<file path="config.mk">
export PLATFORM = sky130hd
export DESIGN_NAME = bp_bimodal
export DESIGN_NICKNAME = d
export VERILOG_FILES = /design/src/rtl/bp_bimodal.sv
export SDC_FILE = /design/constraint.sdc
export NUM_CORES = 2
export LEC_CHECK = 0
export CORE_MARGIN = 3
export CORE_UTILIZATION = 43
export CTS_CLUSTER_SIZE = 25
export DETAILED_ROUTE_END_ITERATION = 10
export DONT_BUFFER_PORTS = 1
export GPL_TIMING_DRIVEN = 0
export PLACE_DENSITY = 0.7
export SYNTH_ARGS = -nofsm -noshare
export SYNTH_HDL_FRONTEND = slang
export SYNTH_SLANG_ARGS = --single-unit
export TNS_END_PERCENT = 20
</file>
<file path="constraint.sdc">
create_clock -name clk -period 4.3 [get_ports clk]
set_clock_uncertainty 0.05 [all_clocks]
set_input_delay 0.86 -clock clk [delete_from_list [all_inputs] [get_ports clk]]
set_output_delay 0.86 -clock clk [all_outputs]
set_load 0.05 [all_outputs]
</file>
<file path="src/rtl/bp_bimodal.sv">
// -----------------------------------------------------------------------------
// bp_bimodal
//   Direct-mapped bimodal branch predictor. Each entry holds a valid bit, a
//   2-bit saturating counter and a branch target. The table is trained from
//   the execute-unit resolution stream. It serves one registered lookup per
//   cycle to fetch.
//
// Ports
//   clk, rst_n          core clock, asynchronous active-low reset
//   ifu_lookup_vld      fetch wants a prediction for ifu_bp_idx this cycle
//   ifu_bp_idx          lookup index
//   bp_pred_vld         registered: lookup result valid
//   bp_pred_taken       registered: predict taken
//   bp_pred_target      registered: predicted target (0 when not taken)
//   exu_bp_strobe       a branch resolved this cycle
//   instr_tag_exu_in    table index of the resolved branch
//   exu_br_dir          resolved direction (1 = taken)
//   exu_pc_in           resolved target, used only when taken
//   bp_clear            synchronous flush of the whole table
// -----------------------------------------------------------------------------
module bp_bimodal #(
    parameter int          XLEN         = 32,
    parameter int          BP_ADDR_SIZE = 6,
    parameter logic [1:0]  CTR_RESET    = 2'b01
) (
    input  logic                    clk,
    input  logic                    rst_n,
    input  logic                    ifu_lookup_vld,
    input  logic [BP_ADDR_SIZE-1:0] ifu_bp_idx,
    output logic                    bp_pred_vld,
    output logic                    bp_pred_taken,
    output logic [XLEN-1:0]         bp_pred_target,
    input  logic                    exu_bp_strobe,
    input  logic [BP_ADDR_SIZE-1:0] instr_tag_exu_in,
    input  logic                    exu_br_dir,
    input  logic [XLEN-1:0]         exu_pc_in,
    input  logic                    bp_clear
);

    localparam int N = 1 << BP_ADDR_SIZE;

    // Valid and counter state sits in flops so that a clear is a single cycle.
    logic [N-1:0]       valid_q, valid_d;
    logic [N-1:0][1:0]  ctr_q,   ctr_d;
    // Targets carry no reset: a target is only read once its entry is valid.
    logic [XLEN-1:0]    tgt_q [N];

    logic               upd_en;
    logic               tgt_we;
    logic [1:0]         cur_ctr;
    logic [1:0]         upd_ctr;

    logic               pred_vld_q,   pred_vld_d;
    logic               pred_taken_q, pred_taken_d;
    logic [XLEN-1:0]    pred_tgt_q,   pred_tgt_d;

    // A clear wins over a same-cycle update, and the update is dropped.
    assign upd_en  = exu_bp_strobe & ~bp_clear;
    assign tgt_we  = upd_en & exu_br_dir;
    assign cur_ctr = ctr_q[instr_tag_exu_in];

    // Counter value after an update. An invalid entry allocates to weakly-taken
    // or to CTR_RESET. A valid entry saturates at 0 and 3.
    always_comb begin
        upd_ctr = cur_ctr;
        if (!valid_q[instr_tag_exu_in]) begin
            upd_ctr = exu_br_dir ? 2'b10 : CTR_RESET;
        end else if (exu_br_dir) begin
            upd_ctr = (cur_ctr == 2'b11) ? cur_ctr : cur_ctr + 2'd1;
        end else begin
            upd_ctr = (cur_ctr == 2'b00) ? cur_ctr : cur_ctr - 2'd1;
        end
    end

    // Next table state. The lookup below reads this, not the flops, so a
    // same-cycle update or clear is visible to the lookup (write-through).
    always_comb begin
        valid_d = valid_q;
        ctr_d   = ctr_q;
        if (bp_clear) begin
            valid_d = '0;
            for (int i = 0; i < N; i++) ctr_d[i] = CTR_RESET;
        end else if (upd_en) begin
            valid_d[instr_tag_exu_in] = 1'b1;
            ctr_d[instr_tag_exu_in]   = upd_ctr;
        end
    end

    always_comb begin
        pred_vld_d   = ifu_lookup_vld;
        pred_taken_d = ifu_lookup_vld & valid_d[ifu_bp_idx] & ctr_d[ifu_bp_idx][1];
        pred_tgt_d   = '0;
        if (pred_taken_d) begin
            pred_tgt_d = (tgt_we && instr_tag_exu_in == ifu_bp_idx) ? exu_pc_in
                                                                     : tgt_q[ifu_bp_idx];
        end
    end

    always_ff @(posedge clk or negedge rst_n) begin
        if (!rst_n) begin
            valid_q <= '0;
            for (int i = 0; i < N; i++) ctr_q[i] <= CTR_RESET;
        end else begin
            valid_q <= valid_d;
            ctr_q   <= ctr_d;
        end
    end

    always_ff @(posedge clk) begin
        if (tgt_we) tgt_q[instr_tag_exu_in] <= exu_pc_in;
    end

    always_ff @(posedge clk or negedge rst_n) begin
        if (!rst_n) begin
            pred_vld_q   <= 1'b0;
            pred_taken_q <= 1'b0;
            pred_tgt_q   <= '0;
        end else begin
            pred_vld_q   <= pred_vld_d;
            pred_taken_q <= pred_taken_d;
            pred_tgt_q   <= pred_tgt_d;
        end
    end

    assign bp_pred_vld    = pred_vld_q;
    assign bp_pred_taken  = pred_taken_q;
    assign bp_pred_target = pred_tgt_q;

endmodule

</file>
-- Word level (Yosys, flattened, before mapping)
Memories as Yosys holds them, arrays and structs flattened.
Cells that the tools add are included.
- word-level logic and storage cells: 111
- output and inout port bits: 34
- bits in registers: 226
- input port bits: 50
- memories: 1
- RAM bits: 2048
- add/subtract/negate cells: 2
- bitwise operators: 6
- reduce and logical (&&, ||, !) cells: 3
- muxes and demuxes: 26
- eq/ne operators: 2
- order comparisons: 3
- memory list (memory ; depth ; bits a word ; rd ports ; clocked after Yosys merged registers in ; write ports ; RTL line ; text):
    tgt_q ; 64 ; 32 ; 1 ; 0 ; 1 ; 46 ; logic [XLEN-1:0] tgt_q [N];
- operator list (kind ; number):
    $mux W128 ; 2
    $bwmux W128 ; 1
    $mux W64 ; 2
    $mux W32 ; 2
    $or A64 B64 Y64 ; 1
    $bmux W2 S6 ; 2
    $mux W2 ; 8
    $lt A6 B7 Y1 const B ; 2
    $bmux W1 S6 ; 2
    $demux W2 S6 ; 1
    $demux W1 S6 ; 1
    $eq A6 B6 Y1 ; 1
    $ge A6 B1 Y1 const B ; 1
    $mux W1 ; 5
    $and A1 B1 Y1 ; 4
    $add A2 B1 Y2 const B ; 1
    $eq A2 B2 Y1 const B ; 1
    $logic_and A1 B1 Y1 ; 2
    $logic_not A2 Y1 ; 1
    $sub A2 B1 Y2 const B ; 1
    $not A1 Y1 ; 1

-- Depth between registers and ports, before layout
- depth after elaboration: 13
- depth in mapped cells: 19
- depth with buffers taken out: 12

-- Worst setup path after synthesis
OpenSTA, ideal clock, no wires.
- path type: input port to flip-flop
- start: input instr_tag_exu_in[2]
- end: memory tgt_q[18][0] (enable)
- data required time: 3748 ps
- setup slack: -1399 ps
- cell stages on the path: 6
- data arrival time: 5147 ps
- path buffers: 4
- library setup time: 502 ps
- cells stage by stage: buf_6 > or3b_2 > clkbuf_1 > clkbuf_1 > buf_1 > nor4_1
- RTL lines (element ; RTL line ; text):
    start, declared ; 34 ; input logic [BP_ADDR_SIZE-1:0] instr_tag_exu_in,
    end, declared ; 46 ;
No word-level cell before the write port.

-- Worst setup path in the final report
- start: input instr_tag_exu_in[2]
- end: register pred_tgt_q[8] (netlist: bp_pred_target[8])
- elaborated cells between the ends (all ways): 35
- classes of those cells: 2 x add/sub; 2 x order compare; 2 x eq/ne; 23 x mux; 3 x bitwise; 3 x reduce/logical
- RTL lines (element ; RTL line ; text):
    $lt A6 B7 Y1 (implied by the code) / $ge A6 B1 Y1 (equally long branches) ; 84 ; valid_d[instr_tag_exu_in] = 1'b1;
    $logic_and A1 B1 Y1 (implied by the code) ; 84 ;
    $mux W1 (implied by the code) ; 84 ;
    $demux W1 S6 (*) ; 84 ;
    $or A64 B64 Y64 (no line) (*) ; - ;
    $mux W64 (*) ; 83 ; end else if (upd_en) begin
    $mux W64 (*) ; 80 ; if (bp_clear) begin
    net valid_d[33] ; 43 ; logic [N-1:0] valid_q, valid_d;
    $bmux W1 S6 (*) ; 91 ; pred_taken_d = ifu_lookup_vld & valid_d[ifu_bp_idx] & ctr_d[ifu_bp_idx][1];
    $mux W1 (implied by the code) (*) ; 91 ;
    $and A1 B1 Y1 (*) (2 in series) ; 91 ;
    $mux W32 (*) ; 93 ; if (pred_taken_d) begin
    net pred_tgt_d[8] ; 55 ; logic [XLEN-1:0] pred_tgt_q, pred_tgt_d;
    end signal, assigned ; 121 ; pred_tgt_q <= pred_tgt_d;
    end, declared ; 55 ;
The timed path passes the listed nets; every way through them passes the cells marked *. The select of a mux whose other input is x is not followed.

==> results.cfg <==
[sta]
finalHoldViolations = 182
max_freq_ghz = 0.227
fin_hold_ws_ps = -379
period_minus_slack_ps = 4410
tightest_slew_ps = 1480
finalSetupTns_ps = -904
timing.final.max_slew_violations = 0
rsz0062_at_grt = true
maxSlewHeadroom_pct = 1.37
setup_ws_ps = -114
finalCritPeriodShare_pct = 103
setup_viol = 21

[power]
p_leak_uw = 0.0338
powerDensity_nw_per_um2 = 432
ir_drop_v = 0.000456

[synthesis]
syn_area_sq_um = 90600
ys.flop_type = edfxtp_1
synth_top_area_share_pct = 67.9
async_reset_ff_share_pct = 9.94
synth_area_leaders = edfxtp_1 68%, mux4_2 17%, dfrtp_1 4.5%, dfstp_2 1.9%, clkbuf_1 0.73%
yosysSeqAreaShare_pct = 74.2
synthCells = 4326
avgSynthCellArea_sq_um = 20.9
synth_cell_type_count = 85
yosys.area.top_type = edfxtp_1
synth_warnings = 0
synth-edff-count = 2048
ys_ff_latch = 2274
synthesis.nets = 4376

[worst_setup_path]
startpoint_type = primary input
worst-setup-path-type = primary input to flop
reg2reg_depth = 16
endpoint_kind = flop
path_max_fanout = 10
cp.arrival_ps = 5040
slowest_delay_ps = 820
path_buf_inv = 5
crit_required_ps = 4920
cp_num_cells = 16
critical_path.slowest_cell = nor3_2
crit_chain = buf_6 > or3b_2 > clkbuf_1 > clkbuf_4 > nor3_2 > a21o_1 > mux4_2 > mux2_2 > mux4_2 > mux2_2 > nand2_1 > a21oi_2 > o211ai_4 > buf_12 > buf_12 > nor3_4
crit_family = simple AND/OR/NAND/NOR gates

[global_routing]
grt_pass1_wl_um = 387000
grt_pass1_vias = 48600
grt.busiest_layer = met2
grt_overflow_total = 0
met2_usage_pct = 39.7
grtUsageTotal_pct = 25.6
use_met3_pct = 5.02
met1_usage_pct = 35.2
antenna_found_initial = 5
grt_max_degree = 227

[placed_design]
pre_cts_slack_ps = -3610
place_area_sq_um = 96400
dp_hpwl_um = 179000
portBuffers = 0
dp.cells = 7224
routabilityCongestion = 0.965

[job]
max_cap_violations = 0

[detailed_routing]
wire_per_inst_um = 36.1
num_vias = 49300
vias_per_cell = 6.40
drt_pass1_iterations = 5
ant_nets = 0
drc = 0
wirelength_um = 278000
drt_iter0_markers = 7293

[clock_tree]
clkTransAtPathRegs_ps = 70
clk_latency_ps = 880
numClockSinks = 2274
clockBufferDepth = 3
root_buffer = clkbuf_16
htree_levels = 4
tritoncts = done
numCtsBuffers = 216

[finish]
areaGrowthSynthToFinish_pct = 16.4
fin_nets = 4787
drive_gt1_share_pct = 32.3
design_area_sq_um = 105000
final_cells = 7712
layout_common_cells = 2048 x edfxtp_1, 681 x mux4_2, 217 x clkbuf_16
final_common_cell = edfxtp_1

[die]
coreArea_sq_um = 208000
num_rows = 167
dieArea_sq_um = 216000
die_h_um = 465
start_util_pct = 43.5
boundaryPins = 84
die_w_um = 465

[status]
outcome = complete, but fails checks
violations = negative hold slack, negative setup slack

[worst_hold_path]
min_path_type = primary input to asynchronous set/reset pin
==> metrics by stage <==
step	utilization [%]	total power [uW]
finish	50.6	45600
global route	50.6	46700
CTS	50.4	45700
detailed placement	46.3	26900
global placement	45.2	26800
floorplan	-	26000
==> worst paths after layout <==
| kind | startpoint | end | slack (ps) |
|---|---|---|---|
| hold reg to reg | valid_q[38] | valid_q[38] | 450 |
| hold / removal | rst_n | ctr_q[7] | -380 |
| setup / recovery | instr_tag_exu_in[2] | bp_pred_target[8] | -110 |
| setup reg to reg | valid_q[13] | bp_pred_target[8] | -50 |
| min in group clk | exu_pc_in[13] | tgt_q[49][13] | 60 |
| max in group asynchronous | rst_n | bp_pred_target[4] | 3970 |
==> registers in the layout, indices dropped and copies added (netlist names) <==
| register | cells |
|---|---|
| tgt_q | 2048 |
| ctr_q | 128 |
| valid_q | 64 |
| bp_pred_target | 32 |
| bp_pred_taken | 1 |
| bp_pred_vld | 1 |
==> cells by family after synthesis <==
group / share of synthesized area [%]
and+or+nand+nor: 3.03
DFF: 74.2
buffers and inverters: 1.50
xor gates and xnor gates: 0.0580
muxes: 18.0
AOI/OAI and AO/OA: 3.21
==> where the power goes <==
part | switching [uW] | total, uW | leakage [uW] | internal [uW]
Combinational | 1580 | 2590 | 0.00909 | 1000
Sequential | 21.0 | 24200 | 0.0213 | 24100
Clock | 8410 | 18900 | 0.00336 | 10400
Total | 10000 | 45600 | 0.0338 | 35600
==> worst reg2reg max path: cells and delay by family (launching register included) <==
| kind | cells | cell delay [ps] |
|---|---|---|
| mux | 1 | 100 |
| buf+inv | 4 | 720 |
| simple gates | 4 | 1340 |
| compound gates | 7 | 1660 |
| flops | 1 | 350 |
==> synth_stat cells, drive strengths merged (24+ instances only) <==
library cell / number
mux2i: 54
dfstp: 64
mux4: 681
dfrtp: 162
a211oi: 44
nor2: 145
clkbuf: 178
o221ai: 27
o22ai: 24
edfxtp: 2048
a21o: 58
mux2: 39
o21ai: 73
nor3: 156
inv: 25
a21oi: 84
nand2: 119
buf: 109
==> area by class of cell <==
type,instances,area (sq um)
Clock inverter,124,1340
Sequential cell,2274,67200
Multi-Input combinational cell,1740,23300
Inverter,25,98.8
Antenna cell,7,17.5
Tap cell,2788,3490
Clock buffer,274,5680
Timing Repair Buffer,196,2590
Fill cell,16300,103000
Buffer,284,1650
==> repair_timing <==
action,in CTS,in global routing
resized for setup,232,114
buffers inserted,19,10
hold buffers,54,1
endpoints found under the hold margin,666,231
setup endpoints to repair,59,33
gates cloned,1,0
pin swaps,31,14
==> per-layer routing <==
layer | part of all wire, % | vias to the layer above | routed length [um]
li1 | - | 19100 | -
met1 | 38 | 26500 | 105000
met2 | 47 | 3231 | 130000
met3 | 9.9 | 564 | 27600
met4 | 5.4 | 0 | 15100
met5 | 0 | - | 0
(Power assumes the default switching activity.)
